### config.mk
export PLATFORM = sky130hd
export DESIGN_NAME = elastic_pr
export DESIGN_NICKNAME = d
export VERILOG_FILES = /design/src/rtl/elastic_pr_pkg.sv /design/src/rtl/elastic_pr.sv
export SDC_FILE = /design/constraint.sdc
export NUM_CORES = 1
export LEC_CHECK = 0
export ABC_AREA = 1
export CAP_MARGIN = 20
export CORE_UTILIZATION = 55
export DETAILED_ROUTE_END_ITERATION = 6
export PLACE_DENSITY = 0.82
export SYNTH_ARGS = -nofsm -noshare
export SYNTH_HDL_FRONTEND = slang
export SYNTH_SLANG_ARGS = --single-unit
### constraint.sdc
create_clock -name clk -period 3.3 [get_ports clk]
set_clock_uncertainty 0.1 [all_clocks]
set_input_delay 0.66 -clock clk [delete_from_list [all_inputs] [get_ports clk]]
set_output_delay 0.66 -clock clk [all_outputs]
set_load 0.01 [all_outputs]
### src/rtl/elastic_pr_pkg.sv
// Core package: pipeline-register state encoding plus the stage payload structs
// and their NOP literals used as BUBBLE values by elastic_pr instances.
package elastic_pr_pkg;

  // Encoded so that the enum value equals the number of held entries.
  typedef enum logic [1:0] {
    PR_EMPTY = 2'd0,
    PR_ONE   = 2'd1,
    PR_TWO   = 2'd2
  } pr_state_t;

  localparam logic [31:0] NOP_INSTR = 32'h0000_0013;

  typedef struct packed {
    logic [31:0] pc;
    logic [31:0] instr;
  } fetch_pl_t;

  typedef struct packed {
    logic [31:0] pc;
    logic [31:0] rs1_val;
    logic [31:0] rs2_val;
    logic [31:0] imm;
    logic [4:0]  rd;
    logic [3:0]  alu_op;
    logic        wr_en;
  } decode_pl_t;

  typedef struct packed {
    logic [31:0] alu_res;
    logic [31:0] store_data;
    logic [4:0]  rd;
    logic        mem_rd;
    logic        mem_wr;
    logic        wr_en;
  } execute_pl_t;

  typedef struct packed {
    logic [31:0] result;
    logic [4:0]  rd;
    logic        wr_en;
  } memory_pl_t;

  typedef struct packed {
    logic [31:0] wr_data;
    logic [4:0]  rd;
    logic        wr_en;
  } writeback_pl_t;

  localparam fetch_pl_t FETCH_NOP = '{pc: 32'h0, instr: NOP_INSTR};

  localparam decode_pl_t DECODE_NOP = '{
    pc: 32'h0, rs1_val: 32'h0, rs2_val: 32'h0, imm: 32'h0,
    rd: 5'd0, alu_op: 4'd0, wr_en: 1'b0
  };

  localparam execute_pl_t EXECUTE_NOP = '{
    alu_res: 32'h0, store_data: 32'h0, rd: 5'd0,
    mem_rd: 1'b0, mem_wr: 1'b0, wr_en: 1'b0
  };

  localparam memory_pl_t MEMORY_NOP = '{result: 32'h0, rd: 5'd0, wr_en: 1'b0};

  localparam writeback_pl_t WRITEBACK_NOP = '{wr_data: 32'h0, rd: 5'd0, wr_en: 1'b0};

  function automatic logic [1:0] pr_occupancy(input pr_state_t s);
    case (s)
      PR_ONE:  pr_occupancy = 2'd1;
      PR_TWO:  pr_occupancy = 2'd2;
      default: pr_occupancy = 2'd0;
    endcase
  endfunction

endpackage

### src/rtl/elastic_pr.sv
// Handshaked pipeline register with optional 2-entry skid buffer and flush.
// Handshake: a beat moves when valid & ready are both 1 on a rising clk edge.
module elastic_pr
  import elastic_pr_pkg::*;
#(
  parameter int              WIDTH  = 32,
  parameter logic [WIDTH-1:0] BUBBLE = '0,
  parameter bit              SKID   = 1'b1
) (
  input  logic             clk,
  input  logic             nrst,
  input  logic             in_valid,
  output logic             in_ready,
  input  logic [WIDTH-1:0] in_data,
  output logic             out_valid,
  input  logic             out_ready,
  output logic [WIDTH-1:0] out_data,
  input  logic             flush,
  output logic [1:0]       occupancy
);

  pr_state_t        state_q, state_d;
  logic [WIDTH-1:0] head_q, head_d;
  logic             acc;
  logic             pop;

  assign out_valid = (state_q != PR_EMPTY);
  assign out_data  = head_q;
  assign occupancy = pr_occupancy(state_q);
  assign acc       = in_valid & in_ready;
  assign pop       = out_valid & out_ready;

  always_ff @(posedge clk or negedge nrst) begin
    if (!nrst) begin
      state_q <= PR_EMPTY;
      head_q  <= BUBBLE;
    end else begin
      state_q <= state_d;
      head_q  <= head_d;
    end
  end

  generate
    if (SKID) begin : g_skid
      logic [WIDTH-1:0] skid_q, skid_d;
      logic             in_ready_q, in_ready_d;

      // in_ready comes straight from a flop: no path from out_ready.
      assign in_ready = in_ready_q;

      always_comb begin
        state_d = state_q;
        head_d  = head_q;
        skid_d  = skid_q;
        if (flush) begin
          state_d = PR_EMPTY;
          head_d  = BUBBLE;
          skid_d  = BUBBLE;
        end else begin
          case (state_q)
            PR_EMPTY: begin
              if (acc) begin
                state_d = PR_ONE;
                head_d  = in_data;
              end
            end
            PR_ONE: begin
              if (acc && pop) begin
                head_d = in_data;
              end else if (acc) begin
                state_d = PR_TWO;
                skid_d  = in_data;
              end else if (pop) begin
                state_d = PR_EMPTY;
                head_d  = BUBBLE;
              end
            end
            PR_TWO: begin
              // in_ready is 0 here, so only a pop can move the state.
              if (pop) begin
                state_d = PR_ONE;
                head_d  = skid_q;
                skid_d  = BUBBLE;
              end
            end
            default: begin
              state_d = PR_EMPTY;
              head_d  = BUBBLE;
              skid_d  = BUBBLE;
            end
          endcase
        end
        in_ready_d = (state_d != PR_TWO);
      end

      always_ff @(posedge clk or negedge nrst) begin
        if (!nrst) begin
          skid_q     <= BUBBLE;
          in_ready_q <= 1'b1;
        end else begin
          skid_q     <= skid_d;
          in_ready_q <= in_ready_d;
        end
      end
    end else begin : g_noskid
      assign in_ready = ~out_valid | out_ready;

      always_comb begin
        state_d = state_q;
        head_d  = head_q;
        if (flush) begin
          state_d = PR_EMPTY;
          head_d  = BUBBLE;
        end else if (acc) begin
          state_d = PR_ONE;
          head_d  = in_data;
        end else if (pop) begin
          state_d = PR_EMPTY;
          head_d  = BUBBLE;
        end
      end
    end
  endgenerate

endmodule

* Word-level counts from Yosys, hierarchy flattened
Cells that the tools add are included.
** Word-level totals
- Output and inout bits :: 36
- Input bits :: 37
- Register bits :: 67
** Cells by class
- Bitwise logic cells :: 2
- Equal/unequal tests :: 10
- Multiplexer cells :: 18
- Reductions and logical operators :: 5
** Operators with widths (number)
- $mux 32 :: 8
- $pmux 32 s3 :: 2
- $mux 2 :: 6
- $ne 3x3->1 const B :: 4
- $ne 4x4->1 const B :: 2
- $reduce_and 4->1 :: 2
- $pmux 2 s3 :: 1
- $ne 2x2->1 const B :: 2
- $pmux 2 s2 :: 1
- $and 1x1->1 :: 2
- $eq 2x1->1 const B :: 1
- $eq 2x2->1 const B :: 1
- $logic_not 2->1 :: 1
- $reduce_bool 2->1 :: 1
- $logic_and 1x1->1 :: 1

* Depth between registers and ports, before layout
- Depth in word-level cells :: 8
- Gate-level depth with buffers :: 9
- Depth with buffers taken out :: 8

* Worst setup path after synthesis
OpenSTA, ideal clock, no wires.
- Path kind :: register to output
- Start :: register state_q[0]
- End :: output port occupancy[1]
- Data required time :: 2540 ps
- Setup slack :: 1561 ps
- Stages on the path, launching flop included :: 5
- Arrival :: 979 ps
- Path through :: dfrtp_1 > inv_2 > nand2_1 > inv_2 > clkbuf_1
** On the way
- Longest elaborated chain between the ends :: 2
** Ends and longest elaborated chain
- start, declared :: RTL line elastic_pr.sv:22 : pr_state_t state_q, state_d;
- start signal, assigned :: RTL line elastic_pr.sv:38 : state_q <= state_d;
- $eq 2x2->1 / $eq 2x1->1 (equally long branches) :: RTL line elastic_pr_pkg.sv:67 : case (s)
- $pmux 2 s2 (*) :: RTL line elastic_pr_pkg.sv:67
- end, declared :: RTL line elastic_pr.sv:19 : output logic [1:0] occupancy
Every way passes the cells marked *; elsewhere a longest branch is shown, timed or not.

* Worst setup path in the final report
- Start :: input port flush
- End :: register g_skid.skid_q[6]
** On the way
- Longest elaborated chain between the ends :: 2
** Ends and longest elaborated chain
- start, declared :: RTL line elastic_pr.sv:18 : input logic flush,
- $ne 3x3->1 (no line) / $ne 2x2->1 (equally long branches)
- $reduce_and 4->1 (no line)
- end signal, assigned :: RTL line elastic_pr.sv:101 : skid_q <= skid_d;
- end, declared :: RTL line elastic_pr.sv:45 : logic [WIDTH-1:0] skid_q, skid_d;
Several ways; a longest one is shown, not always the timed one.
A chain may end at the register's enable or synchronous reset.

==> summary.md <==
| Metric | Value |
|---|---|
| CP max-delay cell | clkdlybuf4s50_1 |
| Hold buffer count at cts | 0 |
| Synth warnings | 0 |
| Peak VDD IR | 0.000242 V |
| Crit-path leading delay family | buffers and inverters |
| IO Pins | 73 |
| Sum Neg Setup Slack | 0 ps |
| Cell variety after synth | 18 |
| DR iter-0 viols | 285 |
| Worst Setup Start Kind | primary input |
| Required @ worst endpoint | 3420 ps |
| Height of the die | 82.0 um |
| Reg2reg end | g_skid.skid_q[6]$_DFFE_PN0P_ |
| Outcome | completed |
| GR Overflow Total | 0 |
| Global Route met1 Usage | 0.365 |
| Cts bufs inserted | 9 |
| Layout Cells excl Fill | 659 |
| R2r worst-path depth | 8 |
| Final WS setup | 912 ps |
| WS Path Type | in -> reg |
| Reg-to-Reg Start | state_q[1]$_DFF_PN0_ |
| Worst-Margin Slew | 855 ps |
| Post-DP HPWL | 5510 um |
| CP max stage delay | 550 ps |
| Die Wd | 82.0 um |
| Ant. Diodes | 0 |
| Routing usage on met3 | 0.0489 |
| Unrepaired setup endpoints after global routing | false |
| Syn avg cell area | 6.82 sq um |
| Worst-Skew Late Latency | 330 ps |
| DP Worst Slack | 611 ps |
| Largest net degree at the start of global routing | 68 |
| Worst setup EP type | register |
| Routed Wire Length | 9070 um |
| Synthesized flop and latch total | 67 |
| # clock sinks | 67 |
| First-pass GRT wire length | 15300 um |
| Hold Fails Final Rpt | 0 |
| Post-CTS sizing | 0 |
| Number of detailed-route iterations in the first pass | 6 |
| Hold Crit Depth | 2 |
| Most used routing layer | met2 |
| Nets | 616 |
| GRT Util Overall | 0.299 |
| Buf/Inv on CP | 2 |
| Slew Limit Fails | 0 |
| Overall power | 0.00195 W |
| Post-CTS Setup Bufs | 0 |
| Synthesized instance count | 517 |
| Hold path startpoint | g_skid.skid_q[12]$_DFFE_PN0P_ |
| Tcrit/Tclk final | 0.724 |
| Initial antenna violation count | 0 |
| Vias | 3528 |
| Max Cap Violations | 0 |
| Critical path depth | 7 |
| CTS root buf | clkbuf_8 |
| FF-to-FF setup slack | 1150 ps |
| Min-Delay Path Class | reg -> reg |
| CP Cell Sequence | clkdlybuf4s50_1 > buf_4 > nor2_1 > nand2_2 > nand2_2 > nand2_1 > nand2_1 |
| Pleak | 2.31 nW |
| M2 GR Usage | 0.510 |
| Sequential area share after synthesis | 0.476 |
| Hold EP | g_skid.skid_q[12]$_DFFE_PN0P_ |
| Ratio of cells with drive above 1 in the final layout | 0.0634 |
| PD cells | 440 mW/mm^2 |
| Mapped cell area | 0.00352 sq mm |
| Core area | 0.00606 sq mm |
| CP max FO | 33 |
| Post-route ant nets | 0 |
| Clock tree from TritonCTS | done |
| Relative slew slack | 0.430 |
| Htree depth | 3 |
| Vias in the first global route | 3390 |
| Port bufs | 72 |
| Die Area | 0.00673 sq mm |
| DR DRC count | 0 |
| Clock Pin Slew Worst Setup and Hold Paths | 70 ps |
| Syn-to-layout area delta | 25.8% |
| Critical path arrival | 2500 ps |
| Placer Congestion | 0.751 |
| Rows | 28 |
| Vias/cell | 5.35 |
| Mapped Nets | 554 |
| CTS Buffer Depth | 2 |
| Placed insts | 643 |
| Initial cell density of the core | 0.581 |
| Maximum clock frequency | 419 MHz |
| Final min period | 2390 ps |
| Finished Core Util | 0.731 |
| Routed WL per cell | 13.8 um |
| Setup Viol. Count Final | 0 |
[worst register-to-register path: stages (launching register included)]
cell and delay [ps]:
dfrtp_1 450, nor2_2 140, buf_4 360, nand2_1 90, nor2_1 120, nor2_2 60, nand2_2 470, nand2_1 180
nand2_1 110
[cell type report]
class | count | area, sq um
Clock buffer | 13 | 149
Clock inverter | 3 | 15.0
Fill cell | 523 | 1630
Inverter | 8 | 30.0
Multi-Input combinational cell | 411 | 1660
Sequential cell | 67 | 1680
Tap cell | 75 | 93.8
Timing Repair Buffer | 82 | 811
[worst max-delay path by stage]
stage / startpoint / slack (ps) / to
after floorplan: state_q[0]$_DFF_PN0_ / 1560 / occupancy[1]
after global placement: flush / 410 / out_data[5]$_DFFE_PN0P_
after detailed placement: flush / 610 / g_skid.skid_q[23]$_DFFE_PN0P_
after CTS: state_q[0]$_DFF_PN0_ / 940 / occupancy[1]
after global routing: flush / 850 / g_skid.skid_q[6]$_DFFE_PN0P_
final: flush / 910 / g_skid.skid_q[6]$_DFFE_PN0P_
[cells in the mapped netlist]
cell / count / area share
buf_2: 10 / 0.014
dfrtp_1: 66 / 0.47
nor2_2: 3 / 0.0053
inv_2: 4 / 0.0043
a21oi_1: 1 / 0.0014
nor2_1: 70 / 0.075
nand3_2: 1 / 0.0028
buf_4: 3 / 0.0064
xor2_1: 1 / 0.0025
nand2_2: 3 / 0.0053
o21ai_1: 33 / 0.047
dfstp_2: 1 / 0.0075
inv_1: 4 / 0.0043
clkbuf_1: 12 / 0.013
buf_1: 3 / 0.0032
buf_6: 3 / 0.0096
nand2_1: 266 / 0.28
nand3_1: 33 / 0.047
[layout by cell type, fill, tap and decap left out, drive strengths merged]
master and count:
buf 11, nor2 73, dfstp 1, nand2 269, dfrtp 66, clkinv 3, a21oi 1, inv 8
clkbuf 13, xor2 1, o21ai 33, nand3 34, clkdlybuf4s50 71
[report_power, final]
part           switching [W]  internal (W)
Sequential         0.0000387      0.000886
Combinational       0.000251      0.000189
Clock               0.000294      0.000291
Total               0.000584       0.00137
[state kept, by name, summed over array words and instances, names as in the netlist]
| name | count |
|---|---|
| g_skid.skid_q | 32 |
| out_data | 32 |
| state_q | 2 |
| in_ready | 1 |
[cell families after synthesis]
| logic type | synth area share |
|---|---|
| AND/OR/NAND/NOR | 0.418 |
| AO/OA/AOI/OAI | 0.0483 |
| buffers and inverters | 0.0547 |
| XOR/XNOR | 0.00249 |
| flip-flops | 0.476 |
[metrics by stage]
stage	instance area [sq um]	hold WS, ps
global placement	4240	354
global route	4430	393
floorplan	3520	264
CTS	4430	374
finish	4430	374
detailed placement	4270	358
[per-layer routing]
layer  routed length, um  up-vias
met5                   0        -
met4                 272        0
met3                 727       34
met2                4370      181
met1                3700     1592
li1                    -     1721
Note: power is estimated with default switching activity, not from simulation.
